$ cat src/rtl/mem_resp_stage_pkg.sv
// Shared definitions for the memory response stage: load-type codes,
// FSM encodings and the stage bus widths.
package mem_resp_stage_pkg;

  localparam int REG_ADDR_W = 5;
  localparam int LD_TYPE_W  = 3;
  localparam int ADDR_LOW_W = 2;
  localparam int PERF_W     = 32;

  localparam logic [LD_TYPE_W-1:0] LD_B  = 3'd0;
  localparam logic [LD_TYPE_W-1:0] LD_H  = 3'd1;
  localparam logic [LD_TYPE_W-1:0] LD_W  = 3'd2;
  localparam logic [LD_TYPE_W-1:0] LD_BU = 3'd4;
  localparam logic [LD_TYPE_W-1:0] LD_HU = 3'd5;

  typedef enum logic [1:0] {
    ST_IDLE  = 2'd0,
    ST_WAIT  = 2'd1,
    ST_HOLD  = 2'd2,
    ST_DRAIN = 2'd3
  } resp_state_t;

endpackage

$ cat src/rtl/mem_load_align.sv
// Load data alignment: picks the addressed byte or halfword out of the
// returned word and sign- or zero-extends it. Unknown load types return
// the full word.
import mem_resp_stage_pkg::*;

module mem_load_align #(
  parameter int DATA_W = 32
) (
  input  logic [DATA_W-1:0]     data,
  input  logic [LD_TYPE_W-1:0]  ld_type,
  input  logic [ADDR_LOW_W-1:0] addr_low,
  output logic [DATA_W-1:0]     result
);

  logic [7:0]  byte_val;
  logic [15:0] half_val;

  // Select the addressed byte/half, then extend according to the load type
  always_comb begin
    case (addr_low)
      2'd0:    byte_val = data[7:0];
      2'd1:    byte_val = data[15:8];
      2'd2:    byte_val = data[23:16];
      default: byte_val = data[31:24];
    endcase
    half_val = addr_low[1] ? data[31:16] : data[15:0];
    case (ld_type)
      LD_B:    result = {{(DATA_W-8){byte_val[7]}}, byte_val};
      LD_H:    result = {{(DATA_W-16){half_val[15]}}, half_val};
      LD_BU:   result = {{(DATA_W-8){1'b0}}, byte_val};
      LD_HU:   result = {{(DATA_W-16){1'b0}}, half_val};
      default: result = data;
    endcase
  end

endmodule

$ cat src/rtl/mem_resp_stage.sv
// Second memory pipeline stage: waits for the dcache response, aligns
// load data, buffers it when writeback stalls, and discards the one
// orphaned response left behind by an exception flush.
// Optional stall counter enabled by defining MEM_RESP_PERF_CNT_EN.
import mem_resp_stage_pkg::*;

module mem_resp_stage #(
  parameter int DATA_W = 32
) (
  input  logic                  clk,
  input  logic                  rst_n,
  input  logic                  pre_valid_i,
  output logic                  now_allowin_o,
  input  logic                  pre_mem_req_i,
  input  logic                  pre_mem_we_i,
  input  logic [LD_TYPE_W-1:0]  pre_ld_type_i,
  input  logic [ADDR_LOW_W-1:0] pre_addr_low_i,
  input  logic                  pre_excep_en_i,
  input  logic                  pre_regs_we_i,
  input  logic [REG_ADDR_W-1:0] pre_regs_waddr_i,
  input  logic [DATA_W-1:0]     pre_regs_wdata_i,
  input  logic [DATA_W-1:0]     pre_pc_i,
  input  logic                  excep_flush_i,
  input  logic                  data_ok_i,
  input  logic [DATA_W-1:0]     rdata_i,
  input  logic                  next_allowin_i,
  output logic                  now_to_next_valid_o,
  output logic                  regs_we_o,
  output logic [REG_ADDR_W-1:0] regs_waddr_o,
  output logic [DATA_W-1:0]     regs_wdata_o,
  output logic [DATA_W-1:0]     pc_o,
  output logic                  excep_en_o,
  output logic                  fwd_we_o,
  output logic                  fwd_stall_o,
  output logic [PERF_W-1:0]     perf_stall_cnt_o
);

  resp_state_t state_q, state_d, follow_state;

  logic                  valid_q;
  logic                  mem_req_q;
  logic                  mem_we_q;
  logic                  excep_en_q;
  logic                  regs_we_q;
  logic [LD_TYPE_W-1:0]  ld_type_q;
  logic [ADDR_LOW_W-1:0] addr_low_q;
  logic [REG_ADDR_W-1:0] regs_waddr_q;
  logic [DATA_W-1:0]     regs_wdata_q;
  logic [DATA_W-1:0]     pc_q;
  logic [DATA_W-1:0]     hold_q;

  logic              need_data;
  logic              ready_go;
  logic              allowin;
  logic              accept;
  logic              is_load;
  logic              regs_we;
  logic [DATA_W-1:0] load_src;
  logic [DATA_W-1:0] load_data;

  // State register
  always_ff @(posedge clk or negedge rst_n) begin
    if (!rst_n) state_q <= ST_IDLE;
    else        state_q <= state_d;
  end

  // Next state: a freshly accepted request enters WAIT; a flush with no
  // response yet leaves one response in flight, which DRAIN swallows
  always_comb begin
    follow_state = (accept && pre_mem_req_i && !pre_excep_en_i) ? ST_WAIT : ST_IDLE;
    state_d      = state_q;
    case (state_q)
      ST_IDLE: state_d = follow_state;
      ST_WAIT: begin
        if (excep_flush_i)  state_d = data_ok_i ? ST_IDLE : ST_DRAIN;
        else if (data_ok_i) state_d = next_allowin_i ? follow_state : ST_HOLD;
      end
      ST_HOLD: begin
        if (excep_flush_i)       state_d = ST_IDLE;
        else if (next_allowin_i) state_d = follow_state;
      end
      ST_DRAIN: if (data_ok_i) state_d = ST_IDLE;
      default:  state_d = ST_IDLE;
    endcase
  end

  // Handshake and writeback outputs derived from state and latched fields
  always_comb begin
    need_data           = valid_q & mem_req_q & ~excep_en_q;
    ready_go            = ~need_data | ((state_q == ST_WAIT) & data_ok_i) | (state_q == ST_HOLD);
    allowin             = (~valid_q | (ready_go & next_allowin_i)) & (state_q != ST_DRAIN);
    accept              = pre_valid_i & allowin & ~excep_flush_i;
    is_load             = mem_req_q & ~mem_we_q;
    load_src            = (state_q == ST_HOLD) ? hold_q : rdata_i;
    regs_we             = valid_q & regs_we_q & ~excep_en_q & ~excep_flush_i;
    now_allowin_o       = allowin;
    now_to_next_valid_o = valid_q & ready_go & ~excep_flush_i;
    regs_we_o           = regs_we;
    fwd_we_o            = regs_we;
    fwd_stall_o         = valid_q & is_load & ~ready_go;
    excep_en_o          = valid_q & excep_en_q;
    regs_waddr_o        = regs_waddr_q;
    pc_o                = pc_q;
    regs_wdata_o        = is_load ? load_data : regs_wdata_q;
  end

  // Stage valid and instruction fields; a flush kills whatever is here
  always_ff @(posedge clk or negedge rst_n) begin
    if (!rst_n) begin
      valid_q      <= 1'b0;
      mem_req_q    <= 1'b0;
      mem_we_q     <= 1'b0;
      excep_en_q   <= 1'b0;
      regs_we_q    <= 1'b0;
      ld_type_q    <= '0;
      addr_low_q   <= '0;
      regs_waddr_q <= '0;
      regs_wdata_q <= '0;
      pc_q         <= '0;
    end else begin
      if (excep_flush_i) valid_q <= 1'b0;
      else if (allowin)  valid_q <= pre_valid_i;
      if (accept) begin
        mem_req_q    <= pre_mem_req_i;
        mem_we_q     <= pre_mem_we_i;
        excep_en_q   <= pre_excep_en_i;
        regs_we_q    <= pre_regs_we_i;
        ld_type_q    <= pre_ld_type_i;
        addr_low_q   <= pre_addr_low_i;
        regs_waddr_q <= pre_regs_waddr_i;
        regs_wdata_q <= pre_regs_wdata_i;
        pc_q         <= pre_pc_i;
      end
    end
  end

  // Capture the response when it arrives while writeback is stalled
  always_ff @(posedge clk or negedge rst_n) begin
    if (!rst_n) hold_q <= '0;
    else if ((state_q == ST_WAIT) && data_ok_i && !next_allowin_i && !excep_flush_i)
      hold_q <= rdata_i;
  end

  mem_load_align #(.DATA_W(DATA_W)) u_align (
    .data     (load_src),
    .ld_type  (ld_type_q),
    .addr_low (addr_low_q),
    .result   (load_data)
  );

`ifdef MEM_RESP_PERF_CNT_EN
  logic [PERF_W-1:0] perf_q;

  // Saturating count of cycles spent waiting on the dcache
  always_ff @(posedge clk or negedge rst_n) begin
    if (!rst_n) perf_q <= '0;
    else if (need_data && !ready_go && (perf_q != {PERF_W{1'b1}}))
      perf_q <= perf_q + 1'b1;
  end

  assign perf_stall_cnt_o = perf_q;
`else
  assign perf_stall_cnt_o = '0;
`endif

endmodule

$ cat config.mk
export PLATFORM = sky130hd
export DESIGN_NAME = mem_resp_stage
export DESIGN_NICKNAME = d
export VERILOG_FILES = /design/src/rtl/mem_resp_stage_pkg.sv /design/src/rtl/mem_load_align.sv /design/src/rtl/mem_resp_stage.sv
export SDC_FILE = /design/constraint.sdc
export NUM_CORES = 1
export LEC_CHECK = 0
export ABC_AREA = 1
export BUFFER_PORTS_ARGS = -buffer_cell sky130_fd_sc_hd__buf_2
export CORE_ASPECT_RATIO = 0.9
export CORE_MARGIN = 4
export CORE_UTILIZATION = 30
export CTS_BUF_LIST = sky130_fd_sc_hd__clkbuf_8
export DETAILED_ROUTE_END_ITERATION = 10
export PLACE_DENSITY = 0.63
export SYNTH_ARGS = -nofsm -noshare
export SYNTH_HDL_FRONTEND = slang
export SYNTH_SLANG_ARGS = --single-unit
$ cat constraint.sdc
create_clock -name clk -period 1.55 [get_ports clk]
set_input_delay 0.155 -clock clk [delete_from_list [all_inputs] [get_ports clk]]
set_output_delay 0.155 -clock clk [all_outputs]
set_load 0.01 [all_outputs]
Word level (Yosys, flattened, before mapping) --
Cells that the tools add are included.
Storage, ports and cells: logic and storage cells 78, output and inout port bits 107, input bits 116, register bits 113
Cells by class: reduce and logical (&&, ||, !) cells 13, equality and inequality tests 12, multiplexer cells 16, bitwise logic cells 25
Operator list (number):
- 32-bit case mux with 4 select lines | 1
- 32-bit 2-to-1 mux | 2
- 8-bit case mux with 3 select lines | 1
- 1-bit bitwise AND | 16
- 16-bit 2-to-1 mux | 1
- 2-bit 2-to-1 mux | 7
- 2-bit case mux with 4 select lines | 1
- 2-bit == test, second input constant | 3
- 3-bit == test, second input constant | 2
- 3-bit inequality test, second input constant | 2
- 1-bit NOT | 6
- 1-bit logical AND | 5
- 2-bit by 1-bit == test with 1-bit output, second input constant | 2
- 2-bit zero test | 2
- 2-bit inequality test, second input constant | 2
- 3-bit by 1-bit == test with 1-bit output, second input constant | 1
- 1-bit zero test | 3
- 3-bit zero test | 1
- 1-bit 2-to-1 mux | 3
- 1-bit bitwise OR | 3
- 3-bit AND reduction | 1
- 2-bit nonzero test | 1

Logic depth before layout (Yosys ltp) --
depth after elaboration 17, mapped depth 12, gate-level depth less buffers 10

Modules after synthesis --
Synthesis repeated with hierarchy kept, for this count alone.
Unflattened totals: cells, all modules 817, area, all modules 6362.4 sq um
By module, submodules not included:
- mem_resp_stage | sequential area each 2827.7 sq um, cells an instance 654, instances 1, area an instance 5504.0 sq um
- mem_load_align | sequential area each 0.0 sq um, cells an instance 163, instances 1, area an instance 858.3 sq um

Worst setup path after synthesis --
Ideal clock, no wire load.
kind register -> output, from register ld_type_q[1], to output regs_wdata_o[1], stages on the path, launching flop included 11, buffers on the path 1, data arrival time 1515 ps, slack -120 ps, data required time 1395 ps, cells stage by stage dfrtp_1 buf_2 inv_1 nand2_1 nor2_2 nor2_1 nor2_1 nand2_1 nand2_1 nand2_1 o21ai_1
Between the ends: cells in the longest elaborated chain, start to end 3, elaborated cells between the ends (all ways) 6, those cells by class eq/ne (3); mux (2); reduce/logical (1)
RTL lines:
- from (decl) | line mem_resp_stage.sv:45 | logic [LD_TYPE_W-1:0] ld_type_q;
- from (signal assigned) | line mem_resp_stage.sv:128 | ld_type_q <= pre_ld_type_i;
- 3-bit == test (tied with other cells) | line mem_load_align.sv:27 | case (ld_type)
- 32-bit case mux with 4 select lines (*) | line mem_load_align.sv:27
- 32-bit 2-to-1 mux (*) | line mem_resp_stage.sv:104 | regs_wdata_o = is_load ? load_data : regs_wdata_q;
- to (decl) | line mem_resp_stage.sv:30 | output logic [DATA_W-1:0] regs_wdata_o,
Every way passes the cells marked *; elsewhere a longest branch is shown, timed or not.

Final worst setup path --
from register state_q[0], to output regs_wdata_o[8]
Between the ends: cells in the longest elaborated chain, start to end 5, elaborated cells between the ends (all ways) 6, those cells by class eq/ne (1); mux (5)
RTL lines:
- from (decl) | line mem_resp_stage.sv:38 | resp_state_t state_q, state_d, follow_state;
- from (signal assigned) | line mem_resp_stage.sv:64 | else state_q <= state_d;
- 2-bit == test (*) | line mem_resp_stage.sv:94 | load_src = (state_q == ST_HOLD) ? hold_q : rdata_i;
- 32-bit 2-to-1 mux (*) | line mem_resp_stage.sv:94
- 8-bit case mux with 3 select lines or 16-bit 2-to-1 mux (tied branches) | line mem_load_align.sv:20, mem_load_align.sv:26
- 32-bit case mux with 4 select lines (*) | line mem_load_align.sv:27
- 32-bit 2-to-1 mux (*) | line mem_resp_stage.sv:104
Marked as above.

==> impl_results.md <==
- Core Area: 20900 um2
- CTS Buf Count: 17
- P_sw: 0.00444 W
- Pwr Density: 1120 nW/um2
- Routability congestion estimate: 0.869
- #FFs+latches synth: 113
- CP Capture Type: primary output
- Largest stage delay, worst path: 0.44 ns
- Worst path buffer plus inverter count: 4
- Hold Vio Cnt, Final: 0
- Vias: 7311
- # IOs: 223
- CP required: 1.39 ns
- P_int: 0.00735 W
- CTS sink cnt: 113
- Worst setup SP type: register
- Reg2Reg Setup Slack: -0.39 ns
- Post-Synth XOR/XNOR Area: 0%
- Complex-gate fraction of the synthesized area: 4.90%
- Share of synthesized area spent on multiplexers: 3.88%
- Maximum number of buffers from clock root to sink: 2
- FF+latch area: 2830 um2
- Post-route setup slack: -0.703 ns
- Crit Path Max Fanout: 24
- CP top delay family: simple AND/OR/NAND/NOR gates
- Peak supply drop: 752 uV
- Clock Latency Late Sink: 0.45 ns
- Worst r2r src: state_q[0]
- Setup tns final: -48.42 ns
- Clk root buf: clkbuf_8
- Detailed placement HPWL: 15.8 mm
- Cell count after synthesis: 895
- Initial antenna violation count: 2
- Unique masters post-synth: 28
- Global-route wire length before repair: 37.1 mm
- Adder-cell share of the synthesized area: 0%
- # DRC: 0
- Clk pwr share: 25.5%
- Finish-stage setup viols: 115
- Reg2Reg Depth: 13
- Cell Chain, Critical Path: inv_4, buf_6, nand3_2, nand3_2, nand2_1, nand2_2, nand3_4, buf_12, nand2_1, nand2_1, nand2_2, buf_2
- CTS tree: yes
- Launch point of the worst path: state_q[0]
- Max Slew Vio Count: 0
- Crit path depth: 12
- Fillers: 2018
- Switching Fraction: 37.7%
- WS Path Type: register to primary output
- Nets: 1376
- Finished layout cell area: 10500 um2
- Post-DP Area: 7940 um2
- Sequential group share of total power: 33.7%
- Core Rows: 50
- RSZ-0062 raised after global routing: yes
- Area Overhead vs Synth: 64.6%
- Pre-antenna DRT Iters: 7
- Logic gate share of total power: 40.8%
- Total global routing track utilization: 19.5%
- Port Buffers: 190
- Pin count of the biggest net entering global routing: 43
- Worst path most repeated cell: nand2_1
- Worst min path class: input pin to register
- H-Tree Depth: 4
- Die width: 162 um
- Simple-Gate Fraction of Synth Area: 35.6%
- Reg clk slew, reported paths: 0.08 ns
- Vias per cell: 4.69
- Sequential area share after synthesis: 44.3%
- Post-Route WL: 25.7 mm
- Syn avg cell area: 7.14 um2
- Vias in the first global route: 7288
- Status: finished with violations
- Post-DRT Antenna Nets: 0
- Synth warnings: 0
- Violated checks: setup timing
- Total grt overflow: 0
- DR iter-0 viols: 430
- Crit path arrival time: 2.10 ns
- Main combinational cell family by area after synthesis: simple AND/OR/NAND/NOR gates
- Post-DR wirelength/cell: 16.5 um
- Mapped cell area: 6390 um2
- Reg-to-reg endpoint: pc_o[12]
- Final worst-path cycle share: 145%
- Max-cap violations: 0
- Die footprint: 23700 um2
- CP max-delay cell: dfrtp_1
- Max Clock Freq: 444 MHz
- Die H: 146 um
- Starting Density: 30.6%
- Share of cells above drive strength 1: 38.2%
- Skew final: 0.0140 ns
- Tmin final: 2.25 ns
- Multi-input logic area: 3430 um2
- Leak: 5.74 nW
- Worst setup endpoint: regs_wdata_o[8]
-- area by class of cell --
class                      instances  share of cell area (%)
timing repair inverter             1                   0.155
sequential                       113                    26.9
tap                              286                    3.40
antenna                            1                  0.0238
inverter                          63                    2.39
timing repair buffer             391                    30.6
clock buffer                      17                    2.23
multi-input combinational        673                    32.6
clock inverter                    15                    1.71
-- cell families (layout without fill, tap and decap cells) --
kind of cell / after synthesis / count (layout)
simple gates: 557 / 558
buf+inv: 141 / 487
flops: 113 / 113
compound gates: 61 / 61
mux: 22 / 22
other cells: 1 / 33
-- cell usage after synthesis --
cell type	count	area, um2
nand3_2	2	20.0
mux2_2	22	248
clkinv_1	2	7.51
conb_1	1	3.75
buf_4	42	315
buf_2	17	85.1
a21oi_1	23	115
nor3_1	2	10.0
o21ai_0	28	140
buf_6	2	22.5
a22oi_1	1	7.51
nand2_1	437	1640
or2_2	16	100
buf_1	2	7.51
clkbuf_1	15	56.3
dfrtp_1	113	2830
a21boi_0	1	7.51
nand3b_1	1	7.51
nand4_1	3	18.8
inv_2	4	15.0
nand3_4	1	17.5
nor2_1	22	82.6
inv_1	57	214
nand2_2	5	31.3
o21ai_1	6	30.0
nand3_1	66	330
nor2_2	2	12.5
a31oi_1	2	12.5
-- tightest hold or removal path, delay by kind of cell --
| family | cells | cell delay (ns) |
|---|---|---|
| simple gates | 1 | 0.11 |
| buf+inv | 1 | 0.11 |
| compound gates | 1 | 0.06 |
-- flip-flops by register name (all words and copies together) (netlist names), 2 cells and up --
register and flops:
regs_wdata_q 32, state_q 2, regs_waddr_o 5, ld_type_q 3, hold_q 32, addr_low_q 2
pc_o 32
-- cell usage in the layout, fill, tap and decap left out, types with 3 or more instances in the layout --
master         instances
buf_2                185
nand3_1               35
buf_12                10
dlygate4sd3_1        109
nor2_1                14
nand2_4               10
inv_6                  5
inv_2                  8
a21oi_1               16
a21oi_2                7
nand3_2               33
inv_1                 52
buf_8                  7
buf_16                 4
nand4_1                3
or2_2                 16
o21ai_2                5
buf_4                 53
nor2_2                 8
o21ai_0               18
nand2_1              377
bufinv_16              3
clkbuf_8              17
dfrtp_1              112
o21ai_1               10
mux2_2                22
conb_1                32
clkbuf_16              9
buf_6                 14
nand2_2               54
-- how the worst min path moves through the flow --
stage	start	endpoint	slack, ns	cells past startpoint
after CTS	pre_mem_req_i	mem_req_q	0.02	3
after detailed placement	rst_n	pc_o[5]	0.06	1
after global placement	rst_n	pc_o[1]	0.06	1
after floorplan	rst_n	addr_low_q[0]	-0.14	0
after global routing	pre_mem_req_i	mem_req_q	0.04	3
final	pre_mem_req_i	mem_req_q	0.03	3
-- power by group through the flow --
stage / clock [W] / sequential (W) / combinational, W
after floorplan: 0 / 0.00397 / 0.00229
after global placement: 0 / 0.00394 / 0.00384
after detailed placement: 0 / 0.00394 / 0.00390
after CTS: 0.00307 / 0.00392 / 0.00426
after global routing: 0.00320 / 0.00404 / 0.00529
final: 0.00300 / 0.00397 / 0.00480
-- metal layers --
| layer | share of wire (%) | track usage, % |
|---|---|---|
| met2 | 49 | 32.8 |
| met3 | 7.2 | 5.45 |
| met1 | 41 | 24.5 |
| met4 | 2.7 | 5.96 |
| met5 | 0 | 0 |
-- per-stage QoR --
step	hold slack, ns	worst slack (ns)	total power, W	util (%)	std cells
after global routing	0.0410	-0.815	0.0125	50.3	1560
after floorplan	-0.141	-0.0106	0.00626	-	926
after CTS	0.0164	-0.700	0.0112	46.2	1530
final	0.0301	-0.703	0.0118	50.3	1560
after global placement	0.0650	-0.290	0.00778	38.0	1383
after detailed placement	0.0610	-0.304	0.00785	38.0	1383
-- what timing repair did --
item / in CTS / in global routing
endpoints found under the setup margin: 114 / 117
gates resized for setup: 41 / 124
setup buffers: 5 / 14
endpoints found under the hold margin: 221 / 0
pin swaps: 4 / 32
hold buffers: 109 / 0
cloned: 1 / 16
Note: power is estimated with default switching activity, not from simulation.
